[src/rtl/hazard_pkg.sv]
// Shared types for the RV32I pipeline hazard controller: forwarding select
// encodings, memory-wait FSM states and the bundled stage-control word.
package hazard_pkg;

  typedef enum logic [1:0] {
    FWD_RF  = 2'b00,
    FWD_WB  = 2'b01,
    FWD_MEM = 2'b10
  } fwd_sel_t;

  typedef enum logic [0:0] {
    RUN      = 1'b0,
    MEM_WAIT = 1'b1
  } hz_state_t;

  typedef struct packed {
    logic stall_f;
    logic stall_d;
    logic stall_e;
    logic stall_m;
    logic flush_d;
    logic flush_e;
    logic flush_w;
  } hz_ctrl_t;

  // Held during reset and the cycle after: nothing stalls, every flushable stage bubbles.
  localparam hz_ctrl_t CTRL_RESET = '{
    stall_f: 1'b0, stall_d: 1'b0, stall_e: 1'b0, stall_m: 1'b0,
    flush_d: 1'b1, flush_e: 1'b1, flush_w: 1'b1
  };

  // Every stage up to M holds while the bubble drains into W.
  localparam hz_ctrl_t CTRL_MEM_STALL = '{
    stall_f: 1'b1, stall_d: 1'b1, stall_e: 1'b1, stall_m: 1'b1,
    flush_d: 1'b0, flush_e: 1'b0, flush_w: 1'b1
  };

endpackage

[src/rtl/fwd_select.sv]
// Single-operand forwarding comparator: picks the youngest producer of an
// execute-stage source register, with x0 never forwarded.
module fwd_select
  import hazard_pkg::*;
#(
  parameter int WIDTH = 5
) (
  input  logic [WIDTH-1:0] i_rs_e,
  input  logic [WIDTH-1:0] i_rd_m,
  input  logic [WIDTH-1:0] i_rd_w,
  input  logic             i_reg_write_m,
  input  logic             i_reg_write_w,
  output fwd_sel_t         o_sel
);

  logic w_rs_nonzero;
  logic w_hit_m;
  logic w_hit_w;

  assign w_rs_nonzero = (i_rs_e != '0);
  assign w_hit_m      = i_reg_write_m && (i_rd_m == i_rs_e);
  assign w_hit_w      = i_reg_write_w && (i_rd_w == i_rs_e);

  // NOTE: o_sel is given a value before any branch so no path leaves it unassigned (no latch).
  always_comb begin
    o_sel = FWD_RF;
    if (w_rs_nonzero) begin
      if (w_hit_m) begin
        o_sel = FWD_MEM;
      end else if (w_hit_w) begin
        o_sel = FWD_WB;
      end
    end
  end

endmodule

[src/rtl/hazard_unit.sv]
// Pipeline hazard controller: operand forwarding, load-use/branch stall-flush,
// memory-wait FSM with sticky timeout. Perf counters built only with HAZARD_PERF_EN.
module hazard_unit
  import hazard_pkg::*;
#(
  parameter int WIDTH       = 5,
  parameter int MEM_TIMEOUT = 16,
  parameter int PERF_W      = 32
) (
  input  logic              clk,
  input  logic              rst,
  input  logic [WIDTH-1:0]  Rs1D,
  input  logic [WIDTH-1:0]  Rs2D,
  input  logic [WIDTH-1:0]  Rs1E,
  input  logic [WIDTH-1:0]  Rs2E,
  input  logic [WIDTH-1:0]  RdE,
  input  logic [WIDTH-1:0]  RdM,
  input  logic [WIDTH-1:0]  RdW,
  input  logic              RegWriteM,
  input  logic              RegWriteW,
  input  logic              ResultSrcE0,
  input  logic              PCSrcE,
  input  logic              MemReqM,
  input  logic              MemReadyM,
  output logic [1:0]        ForwardAE,
  output logic [1:0]        ForwardBE,
  output logic              StallF,
  output logic              StallD,
  output logic              StallE,
  output logic              StallM,
  output logic              FlushD,
  output logic              FlushE,
  output logic              FlushW,
  output logic              mem_timeout_err,
  output logic [PERF_W-1:0] perf_lu,
  output logic [PERF_W-1:0] perf_mw,
  output logic [PERF_W-1:0] perf_br
);

  localparam int CNT_W = $clog2(MEM_TIMEOUT + 1);
  localparam logic [CNT_W-1:0] CNT_MAX = CNT_W'(MEM_TIMEOUT);

  hz_state_t        r_state;
  logic [CNT_W-1:0] r_wait_cnt;
  logic             r_rst_q;
  logic             r_tmo_err;
  logic             r_tmo_q;

  fwd_sel_t         w_fwd_a;
  fwd_sel_t         w_fwd_b;
  logic             w_rst_active;
  logic             w_lw_hazard;
  logic             w_mem_enter;
  logic             w_mem_stall;
  logic             w_lw_stall;
  logic             w_branch;
  logic             w_tmo_hit;
  logic [CNT_W-1:0] w_cnt_next;
  hz_ctrl_t         w_ctrl;

  fwd_select #(.WIDTH(WIDTH)) u_fwd_a (
    .i_rs_e        (Rs1E),
    .i_rd_m        (RdM),
    .i_rd_w        (RdW),
    .i_reg_write_m (RegWriteM),
    .i_reg_write_w (RegWriteW),
    .o_sel         (w_fwd_a)
  );

  fwd_select #(.WIDTH(WIDTH)) u_fwd_b (
    .i_rs_e        (Rs2E),
    .i_rd_m        (RdM),
    .i_rd_w        (RdW),
    .i_reg_write_m (RegWriteM),
    .i_reg_write_w (RegWriteW),
    .o_sel         (w_fwd_b)
  );

  // Reset outputs persist one cycle past rst so the first fetch sees bubbled stages.
  assign w_rst_active = rst || r_rst_q;

  assign w_lw_hazard = ResultSrcE0 && (RdE != '0) && ((RdE == Rs1D) || (RdE == Rs2D));

  // The cycle right after a timeout never re-enters the wait, so the stuck access leaves M.
  assign w_mem_enter = (r_state == RUN) && MemReqM && !MemReadyM && !r_tmo_q && !w_rst_active;
  assign w_mem_stall = ((r_state == MEM_WAIT) || w_mem_enter) && !w_rst_active;

  assign w_lw_stall = w_lw_hazard && !w_mem_stall && !w_rst_active;
  assign w_branch   = PCSrcE && !w_mem_stall && !w_rst_active;

  assign w_cnt_next = (r_wait_cnt == CNT_MAX) ? r_wait_cnt : r_wait_cnt + CNT_W'(1);
  assign w_tmo_hit  = (r_state == MEM_WAIT) && !MemReadyM && (w_cnt_next == CNT_MAX);

  // NOTE: state registers use non-blocking assignments so every flop samples pre-edge values.
  always_ff @(posedge clk) begin
    if (rst) begin
      r_state    <= RUN;
      r_wait_cnt <= '0;
      r_rst_q    <= 1'b1;
      r_tmo_err  <= 1'b0;
      r_tmo_q    <= 1'b0;
    end else begin
      r_rst_q <= 1'b0;
      r_tmo_q <= 1'b0;
      case (r_state)
        RUN: begin
          r_wait_cnt <= '0;
          if (w_mem_enter) begin
            r_state <= MEM_WAIT;
          end
        end
        MEM_WAIT: begin
          r_wait_cnt <= w_cnt_next;
          if (MemReadyM) begin
            r_state <= RUN;
          end else if (w_tmo_hit) begin
            r_state   <= RUN;
            r_tmo_err <= 1'b1;
            r_tmo_q   <= 1'b1;
          end
        end
        default: begin
          r_state    <= RUN;
          r_wait_cnt <= '0;
        end
      endcase
    end
  end

  // Priority: reset, then memory stall (masks load-use and branch), then normal hazards.
  always_comb begin
    w_ctrl = '0;
    if (w_rst_active) begin
      w_ctrl = CTRL_RESET;
    end else if (w_mem_stall) begin
      w_ctrl = CTRL_MEM_STALL;
    end else begin
      w_ctrl.stall_f = w_lw_stall;
      w_ctrl.stall_d = w_lw_stall;
      w_ctrl.flush_d = w_branch;
      w_ctrl.flush_e = w_lw_stall || w_branch;
    end
  end

  assign ForwardAE = w_rst_active ? FWD_RF : w_fwd_a;
  assign ForwardBE = w_rst_active ? FWD_RF : w_fwd_b;

  assign StallF = w_ctrl.stall_f;
  assign StallD = w_ctrl.stall_d;
  assign StallE = w_ctrl.stall_e;
  assign StallM = w_ctrl.stall_m;
  assign FlushD = w_ctrl.flush_d;
  assign FlushE = w_ctrl.flush_e;
  assign FlushW = w_ctrl.flush_w;

  assign mem_timeout_err = r_tmo_err && !rst;

`ifdef HAZARD_PERF_EN
  logic [PERF_W-1:0] r_perf_lu;
  logic [PERF_W-1:0] r_perf_mw;
  logic [PERF_W-1:0] r_perf_br;

  always_ff @(posedge clk) begin
    if (rst) begin
      r_perf_lu <= '0;
      r_perf_mw <= '0;
      r_perf_br <= '0;
    end else begin
      if (w_lw_stall) r_perf_lu <= r_perf_lu + PERF_W'(1);
      if (w_mem_stall) r_perf_mw <= r_perf_mw + PERF_W'(1);
      if (w_branch) r_perf_br <= r_perf_br + PERF_W'(1);
    end
  end

  assign perf_lu = rst ? '0 : r_perf_lu;
  assign perf_mw = rst ? '0 : r_perf_mw;
  assign perf_br = rst ? '0 : r_perf_br;
`else
  assign perf_lu = '0;
  assign perf_mw = '0;
  assign perf_br = '0;
`endif

endmodule

[config.mk]
export PLATFORM = sky130hd
export DESIGN_NAME = hazard_unit
export DESIGN_NICKNAME = d
export VERILOG_FILES = /design/src/rtl/hazard_pkg.sv /design/src/rtl/fwd_select.sv /design/src/rtl/hazard_unit.sv
export SDC_FILE = /design/constraint.sdc
export NUM_CORES = 1
export LEC_CHECK = 0
export CORE_MARGIN = 2
export CORE_UTILIZATION = 34
export CTS_CLUSTER_DIAMETER = 120
export DETAILED_ROUTE_END_ITERATION = 8
export GPL_TIMING_DRIVEN = 0
export PLACE_DENSITY = 0.87
export SYNTH_ARGS = -nofsm -noshare
export SYNTH_HDL_FRONTEND = slang
export SYNTH_SLANG_ARGS = --single-unit
export TNS_END_PERCENT = 50
[constraint.sdc]
create_clock -name clk -period 3.6 [get_ports clk]
set_clock_uncertainty 0.05 [all_clocks]
set_input_delay 0.36 -clock clk [delete_from_list [all_inputs] [get_ports clk]]
set_output_delay 0.36 -clock clk [all_outputs]
set_load 0.01 [all_outputs]
[Word-level counts from Yosys, hierarchy flattened]
Cells that the tools add are included.
Word-level totals
  bits in registers: 9
  word-level logic and storage cells: 69
Cells by class
  bitwise operators: 2
  eq/ne operators: 8
  add/sub/neg operators: 1
  muxes and demuxes: 21
  reductions and logical operators: 32
Operators by type and width (count)
  == test 5 bit: 6
  logical AND 1 bit: 18
  2-to-1 mux 2 bit: 9
  nonzero test 5 bit: 3
  == test 5 bit, second input constant: 2
  case mux 5 bit (2 select lines): 1
  2-to-1 mux 1 bit: 8
  2-to-1 mux 7 bit: 1
  adder 5 x 1 -> 5 bit, second input constant: 1
  logical NOT 1 bit: 5
  2-to-1 mux 5 bit: 1
  logical OR 1 bit: 4
  AND reduction 3 bit: 1
  OR reduction 3 bit: 1
  NOT 1 bit: 2
  case mux 1 bit (2 select lines): 1

[Longest topological paths before layout]
Gate-level depths: netlist of run 1.
  depth in word-level cells: 13
  mapped depth: 6

[By module]
Synthesis of run 1 repeated with hierarchy kept, for this count alone.
Unflattened totals
  cells, all modules: 214
  area total of the unflattened synthesis: 1681.6 um^2
Modules (own cells, without submodules)
  hazard_unit: seq. area each 180.2 um^2, instances 1, area each 1416.4 um^2, cells an instance 178
  fwd_select: seq. area each 0.0 um^2, instances 2, area each 132.6 um^2, cells an instance 18

[Worst setup path after synthesis of run 1]
Ideal clock, no wire load.
  path kind: input-to-output
  start: in RdE[1]
  end: out StallF
  arrival time: 1.387 ns
  path buffers: 1
  stages on the path: 5
  path slack: 1.803 ns
  required time: 3.190 ns
  cells stage by stage: or4_1 -> o21a_1 -> nand2_1 -> o22ai_1 -> buf_4
Between the ends
  cells in the longest elaborated chain, start to end: 7
RTL lines
  from (decl): line hazard_unit.sv:16  | input logic [WIDTH-1:0] RdE,
  == test 5 bit or nonzero test 5 bit (tied branches): line hazard_unit.sv:82  | assign w_lw_hazard = ResultSrcE0 && (RdE != '0) && ((RdE == Rs1D) || (RdE == Rs2D));
  logical OR 1 bit or logical AND 1 bit (tied branches): line hazard_unit.sv:82
  logical AND 1 bit (*): line hazard_unit.sv:82
  logical AND 1 bit (*) (2 in series): line hazard_unit.sv:88  | assign w_lw_stall = w_lw_hazard && !w_mem_stall && !w_rst_active;
  2-to-1 mux 2 bit (*): line hazard_unit.sv:135  | end else if (w_mem_stall) begin
  2-to-1 mux 7 bit (*): line hazard_unit.sv:133  | if (w_rst_active) begin
  to (decl): line hazard_unit.sv:27  | output logic StallF,
Mark *: on every way between the ends. The rest lies on a longest branch, timed or not.

[Worst setup path in the final report of run 1]
  start: in rst
  end: out ForwardAE[0]
Between the ends
  cells in the longest elaborated chain, start to end: 2
RTL lines
  from (decl): line hazard_unit.sv:11  | input logic rst,
  logical OR 1 bit: line hazard_unit.sv:80  | assign w_rst_active = rst || r_rst_q;
  2-to-1 mux 2 bit: line hazard_unit.sv:145  | assign ForwardAE = w_rst_active ? FWD_RF : w_fwd_a;
  to (decl): line hazard_unit.sv:25  | output logic [1:0] ForwardAE,
Every way passes these cells.

==> metrics.md, run 1 <==
| Metric | Value |
|---|---|
| Status | `completed` |
| CTS tree | `built` |
| Tmin final | `2910 ps` |
| Power per cell area | `between 150 and 200 nW/µm²` |
| Power share of the sequential group | `0.222` |
| Router iterations before antenna repair | `4` |
| Grt total ovfl | `0` |
| CTS Buffer Depth | `2` |
| GRT met1 Usage | `0.126` |
| Routed length per placed instance | `9.14 µm` |
| DRT Wirelength | `approximately 3800 µm` |
| Vias | `1525` |
| DP HPWL | `roughly 3400 µm` |
| Clock Power Share | `0.254` |
| Maxcap violations | `0` |
| Port Buffer Count | `54` |
| Crit start category | `primary input` |
| Met3 GRT Util | `0.0316` |
| Switching share of power | `0.314` |
| Postcts setup bufs | `0` |
| Die Area | `5400 µm²` |
| Final Non-Filler Cells | `between 400 and 500` |
| Final Setup Violations | `0` |
| Logic gate share of total power | `0.525` |
| Leak | `0.00140 µW` |
| TritonCTS Buffers | `3` |
| Initial antenna violation count | `0` |
| Core ar. | `between 4000 and 5000 µm²` |
| Synthesized area per cell | `slightly below 8 µm²` |
| Internal Power | `between 300 and 400 µW` |
| Distinct cells, synth | `34` |
| Initial DRC count | `30` |
| Final Cycle Share | `0.809` |
| Setup TNS | `0 ps` |
| I/O pins | `151` |
| CP Data Arrival Time | `~2500 ps` |
| CP top delay family | `buffers and inverters` |
| Crit. End Element | `output pin` |
| Max Slew Vio Count | `0` |
| Seq cells post-synth | `9` |
| Final worst slack | `between 600 and 700 ps` |
| Clock Latency Late Sink | `230 ps` |
| Die Y | `approximately 73 µm` |
| Instance count of the mapped netlist | `209` |
| Nets | `approximately 410` |
| WS Path Type | `primary input to output pin` |
| Yosys Warn Count | `0` |
| Peak VDD IR | `~0.00014 V` |
| Cell breakdown of the critical path | `clkdlybuf4s50_1, nor2_1, nand4_1, nor4_1, clkdlybuf4s50_1` |
| WP buf/inv | `2` |
| Area post-placement | `about 2600 µm²` |
| CP peak stage delay | `610 ps` |
| CTS clk-pin slew, worst paths | `40 ps` |
| Antenna Nets Post-Route | `0` |
| Max-Slew Margin vs Limit | `0.578` |
| Post-synthesis cell area | `~1600 µm²` |
| Die W | `between 70 and 80 µm` |
| Share of cells above drive strength 1 | `0.296` |
| Sw Pwr | `between 100 and 150 µW` |
| Drt via density | `3.67` |
| Critical Path RT | `3190 ps` |
| Initial Utilization | `0.350` |
| Ant. Diodes | `0` |
| Design area | `between 2000 and 3000 µm²` |
| Hold Crit Class | `register to register` |
| Cell Rows | `25` |
| Dpl ws | `725 ps` |
| Slowest CP cell | `clkdlybuf4s50_1` |
| Critical path peak fanout | `8` |
| CP dominant cell by count | `clkdlybuf4s50_1` |
| CTS hold repair buffers | `0` |
| Slew @ Worst Pin | `approximately 630 ps` |
| First-pass GRT wire length | `between 5000 and 6000 µm` |
| Unrepaired setup endpoints after global routing | `no` |
| Grt peak-use layer | `met2` |
| Commonest non-fill, non-tap cells in the layout | `buf_4 (98), conb_1 (96), clkdlybuf4s50_1 (54)` |
| Inst Count DP | `slightly above 400` |
| F_max | `~0.34 GHz` |
| DR DRC count | `0` |
| H-tree depth | `1` |
| GRT Overall Usage | `0.128` |
| Sequential area share after synthesis | `0.110` |
| P&R area growth vs syn | `61.5%` |
| Clock Tree Root | `clkbuf_8` |
| Hold Vio Cnt, Final | `0` |
| RD Place Congestion | `~0.77` |
| Post-CTS sizing | `0` |
| Vias in the first global route | `1313` |
| CTS sink cnt | `9` |
| Largest net degree at the start of global routing | `9` |
| Commonest non-fill, non-tap cell in the layout | `buf_4` |
| M2 GR Usage | `0.249` |
[Yosys cell counts]
| library cell | instances | share of area |
|---|---|---|
| and3_2 | 1 | 0.0046 |
| mux2i_1 | 2 | 0.012 |
| nand3b_1 | 1 | 0.0046 |
| nor4_1 | 4 | 0.015 |
| nor3b_1 | 3 | 0.014 |
| or4_1 | 3 | 0.014 |
| ha_1 | 2 | 0.015 |
| or3_1 | 1 | 0.0038 |
| xor2_1 | 24 | 0.13 |
| nand4_1 | 2 | 0.0076 |
| o21a_1 | 1 | 0.0046 |
| clkbuf_1 | 1 | 0.0023 |
| o2bb2ai_1 | 1 | 0.0053 |
| dfxtp_1 | 9 | 0.11 |
| o211ai_1 | 2 | 0.0091 |
| a21oi_1 | 1 | 0.0030 |
| a22oi_1 | 1 | 0.0046 |
| o211a_1 | 1 | 0.0061 |
| o22ai_1 | 1 | 0.0038 |
| nand2_1 | 8 | 0.018 |
| xnor2_1 | 10 | 0.053 |
| conb_1 | 1 | 0.0023 |
| o221ai_2 | 1 | 0.0091 |
| mux2_2 | 1 | 0.0069 |
| nor3_1 | 3 | 0.0091 |
| nand2b_1 | 2 | 0.0076 |
| and4bb_4 | 1 | 0.0099 |
| inv_1 | 3 | 0.0069 |
| nand3_1 | 2 | 0.0061 |
| nor2_1 | 13 | 0.030 |
| or2_2 | 1 | 0.0038 |
| buf_4 | 98 | 0.45 |
| and3_1 | 3 | 0.011 |
| o32ai_2 | 1 | 0.0099 |
[worst paths after layout]
kind / to / start / slack, ps / depth (start not counted)
min: r_state / r_state / 410 / 1
min reg2reg: r_state / r_state / 410 / 1
max: ForwardAE[0] / rst / 690 / 5
max reg2reg: r_tmo_err / r_wait_cnt[0] / 1970 / 6
[state kept, by name, indices dropped and copies added, names as in the netlist]
| signal | cells |
|---|---|
| r_rst_q | 1 |
| r_tmo_err | 1 |
| r_wait_cnt | 5 |
| r_tmo_q | 1 |
| r_state | 1 |
[cells by family (layout without fill, tap and decap cells)]
| kind of cell | Yosys count | after routing | share of synthesized area |
|---|---|---|---|
| other | 1 | 96 | 0.00228 |
| multiplexers | 3 | 3 | 0.0191 |
| buffers and inverters | 102 | 160 | 0.457 |
| XOR/XNOR | 34 | 34 | 0.181 |
| adder cells (fa/ha/maj) | 2 | 2 | 0.0152 |
| flip-flops | 9 | 9 | 0.110 |
| AO/OA/AOI/OAI | 10 | 10 | 0.0556 |
| AND/OR/NAND/NOR | 48 | 48 | 0.159 |
[power groups by stage]
stage / clock network [µW] / logic (µW) / registers [µW]
after floorplan: 0 / 163 / 104
after global placement: 0 / 234 / 104
after detailed placement: 0 / 236 / 104
after CTS: 118 / 237 / 102
after global routing: 123 / 264 / 102
final: 117 / 242 / 102
[layer usage]
| metal | part of all wire | routed length (µm) |
|---|---|---|
| met5 | 0 | 0 |
| met2 | 0.52 | 1980 |
| met3 | 0.12 | 453 |
| met4 | 0.018 | 69 |
| met1 | 0.34 | 1300 |
[area by class of cell]
cell class	count	area (µm²)
Buffer	99	739
Clock buffer	4	45.0
Fill cell	450	2040
Inverter	3	11.3
Multi-Input combinational cell	193	1070
Sequential cell	9	180
Tap cell	54	67.6
Timing Repair Buffer	54	541
[metrics by stage]
step / hold WS (ps) / power, µW / util
after detailed placement: 408 / 340 / 0.555
after CTS: 417 / 458 / 0.565
final: 411 / 461 / 0.565
after floorplan: 338 / 267 / -
after global routing: 459 / 490 / 0.565
after global placement: 392 / 338 / 0.555
(Power assumes the default switching activity.)
==> run 2, diff against run 1 <==
--- a/config.mk
+++ b/config.mk
@@ -6,11 +6,11 @@
 export NUM_CORES = 1
 export LEC_CHECK = 0
 export CORE_MARGIN = 2
-export CORE_UTILIZATION = 34
+export CORE_UTILIZATION = 28
 export CTS_CLUSTER_DIAMETER = 120
 export DETAILED_ROUTE_END_ITERATION = 8
 export GPL_TIMING_DRIVEN = 0
-export PLACE_DENSITY = 0.87
+export PLACE_DENSITY = 0.76
 export SYNTH_ARGS = -nofsm -noshare
 export SYNTH_HDL_FRONTEND = slang
 export SYNTH_SLANG_ARGS = --single-unit
==> constraint.sdc (replaced) <==
create_clock -name clk -period 2.65 [get_ports clk]
set_clock_uncertainty 0.05 [all_clocks]
set_input_delay 0.265 -clock clk [delete_from_list [all_inputs] [get_ports clk]]
set_output_delay 0.265 -clock clk [all_outputs]
set_load 0.01 [all_outputs]
==> run 2 against run 1 <==
  * Final area increased by 1.6%
  * Count of clock-buffer cells in the layout unchanged
  * Via count decreased by 0.92%
  * Non-clock buffer count unchanged
  * Critical path type unchanged
  * Critical endpoint is now ForwardBE[0]
  * Largest cell class unchanged
==> metrics.md, run 2 (synthesis gave the netlist of run 1 again) <==
| Metric | Value |
|---|---|
| CP peak stage delay | `600 ps` |
| RD Place Congestion | `roughly 0.85` |
| Routed length per placed instance | `around 9.2 µm` |
| Initial DRC count | `4` |
| TritonCTS Buffers | `3` |
| Power, Total | `629 µW` |
| Filler cells | `551` |
| Clock Latency Late Sink | `approximately 230 ps` |
| Drt via density | `between 3 and 4` |
| Core ar. | `around 5600 µm²` |
| Router iterations before antenna repair | `4` |
| Vias in the first global route | `between 1000 and 1500` |
| Cell breakdown of the critical path | `clkdlybuf4s50_1, or4_1, nor2_1, or3_1, nor4_1, clkdlybuf4s50_1` |
| Die W | `roughly 80 µm` |
| Reg with most FFs | `r_wait_cnt` |
| Crit. End Element | `output pin` |
| Inst Count DP | `between 400 and 500` |
| Unrepaired setup endpoints after global routing | `no` |
| Initial antenna violation count | `0` |
| Multi-input logic area | `between 1000 and 1500 µm²` |
| Initial Utilization | `0.295` |
| Design area | `~2700 µm²` |
| F_max | `about 0.39 GHz` |
| Commonest non-fill, non-tap cell in the layout | `buf_4` |
| I/O pins | `151` |
| Hold Vio Cnt, Final | `0` |
| Hold Crit Start | `r_state` |
| Port Buffer Count | `54` |
| Final Setup Violations | `0` |
| Commonest non-fill, non-tap cells in the layout | `buf_4 (98), conb_1 (96), clkdlybuf4s50_1 (51)` |
| WS Path Type | `primary input to output pin` |
| Setup TNS | `0 ps` |
| GRT Overall Usage | `0.108` |
| Reg2reg end | `r_tmo_err` |
| Cell Rows | `27` |
| CTS clk-pin slew, worst paths | `40 ps` |
| Dpl ws | `-40.2 ps` |
| DR DRC count | `0` |
| Maxcap violations | `0` |
| Reg2reg setup slack | `just over 1000 ps` |
| Critical Path RT | `2340 ps` |
| Nets | `408` |
| Largest register FFs | `5` |
| Grt total ovfl | `0` |
| Final Cycle Share | `0.966` |
| Tmin final | `approximately 2600 ps` |
| Peak VDD IR | `0.000364 V` |
| CTS sink cnt | `9` |
| WHS Path Cells | `1` |
| CP Data Arrival Time | `around 2200 ps` |
| CTS tree | `built` |
| CP dominant cell by count | `clkdlybuf4s50_1` |
| Largest net degree at the start of global routing | `9` |
| Hold Crit Class | `register to register` |
| Die Y | `around 80 µm` |
| WP buf/inv | `2` |
| Leak | `0.00144 µW` |
| Crit start category | `primary input` |
| Final worst slack | `90.2 ps` |
| First-pass GRT wire length | `between 5000 and 6000 µm` |
| Clock Tree Root | `clkbuf_8` |
| P&R area growth vs syn | `64.0%` |
| FF+latch area | `180 µm²` |
| Area post-placement | `2630 µm²` |
| WHS Endpoint | `r_state` |
| Final Non-Filler Cells | `around 430` |
| Status | `completed` |
| Max Slew Vio Count | `0` |
| Die Area | `between 6000 and 7000 µm²` |
| Power per cell area | `around 230 nW/µm²` |
| DP HPWL | `roughly 3700 µm` |
| H-tree depth | `1` |
| Critical path peak fanout | `3` |
| Vias | `approximately 1500` |
| R2R depth | `6` |
| Share of cells above drive strength 1 | `0.301` |
| CTS Buffer Depth | `2` |
| CP top delay family | `buffers and inverters` |
| R2r startpoint | `r_wait_cnt[0]` |
| DRT Wirelength | `about 4000 µm` |
| Slowest CP cell | `clkdlybuf4s50_1` |
| Antenna Nets Post-Route | `0` |
| Ant. Diodes | `0` |
==> run 2: cell count changes in the layout (fill, tap and decap cells not counted) <==
| cell | before | now |
|---|---|---|
| a21oi_1 | 1 | 0 |
| nor2_1 | 13 | 12 |
| nor2_4 | 0 | 1 |
| a21oi_2 | 0 | 1 |
| dlymetal6s2s_1 | 0 | 3 |
| clkdlybuf4s50_1 | 54 | 51 |
==> run 2: per-stage QoR <==
| step | hold WS (ps) | utilization |
|---|---|---|
| final | 436 | 0.483 |
| after global routing | 464 | 0.483 |
| after floorplan | 243 | - |
| after global placement | 393 | 0.472 |
| after CTS | 420 | 0.480 |
| after detailed placement | 415 | 0.472 |
==> run 2: where the power goes <==
part	leakage, µW	internal, µW	switching, µW	total (µW)
combinational	0.00134	188	143	330
clock	0.0000228	105	54.1	159
sequential	0.0000730	138	1.75	139
==> run 2: worst register-to-register path, delay by kind of cell (launching register included) <==
family,cells,cell delay [ps]
buf+inv,1,100
flops,1,340
simple gates,1,270
compound gates,2,360
mux,1,230
fa+ha+maj,1,170
==> run 2: layout make-up <==
cell class | count | share of cell area
buffer | 99 | 0.275
clock buffer | 4 | 0.0167
inverter | 3 | 0.00418
multi-input combinational | 193 | 0.401
sequential | 9 | 0.0669
tap | 72 | 0.0335
timing repair buffer | 54 | 0.204
==> run 2: how the worst max path moves through the flow <==
stage                     slack [ps]           end  depth (start not counted)    start
after floorplan                 1040        StallF                          5   RdE[1]
after global placement           -30  ForwardAE[0]                          5      rst
after detailed placement         -40  ForwardAE[0]                          5      rst
after CTS                         40        StallF                          7   RdE[1]
after global routing               5  ForwardBE[0]                          6  Rs2E[4]
final                             90  ForwardBE[0]                          6  Rs2E[4]
==> run 2: repair_timing <==
action / 4_1_cts / 5_1_grt
resized for setup: 1 / 5
hold buffers: 0 / 0
buffers inserted: 0 / 0
cloned: 0 / 0
setup endpoints to repair: 1 / 4
==> run 2: per-layer routing <==
metal / up-vias / part of all wire / global-route usage / routed length, µm
met5: - / 0 / 0 / 0
met1: 633 / 0.33 / 0.107 / 1320
met3: 0 / 0.14 / 0.0416 / 546
met2: 84 / 0.53 / 0.218 / 2130
met4: 0 / 0 / 0.0102 / 0
li1: 794 / - / - / -
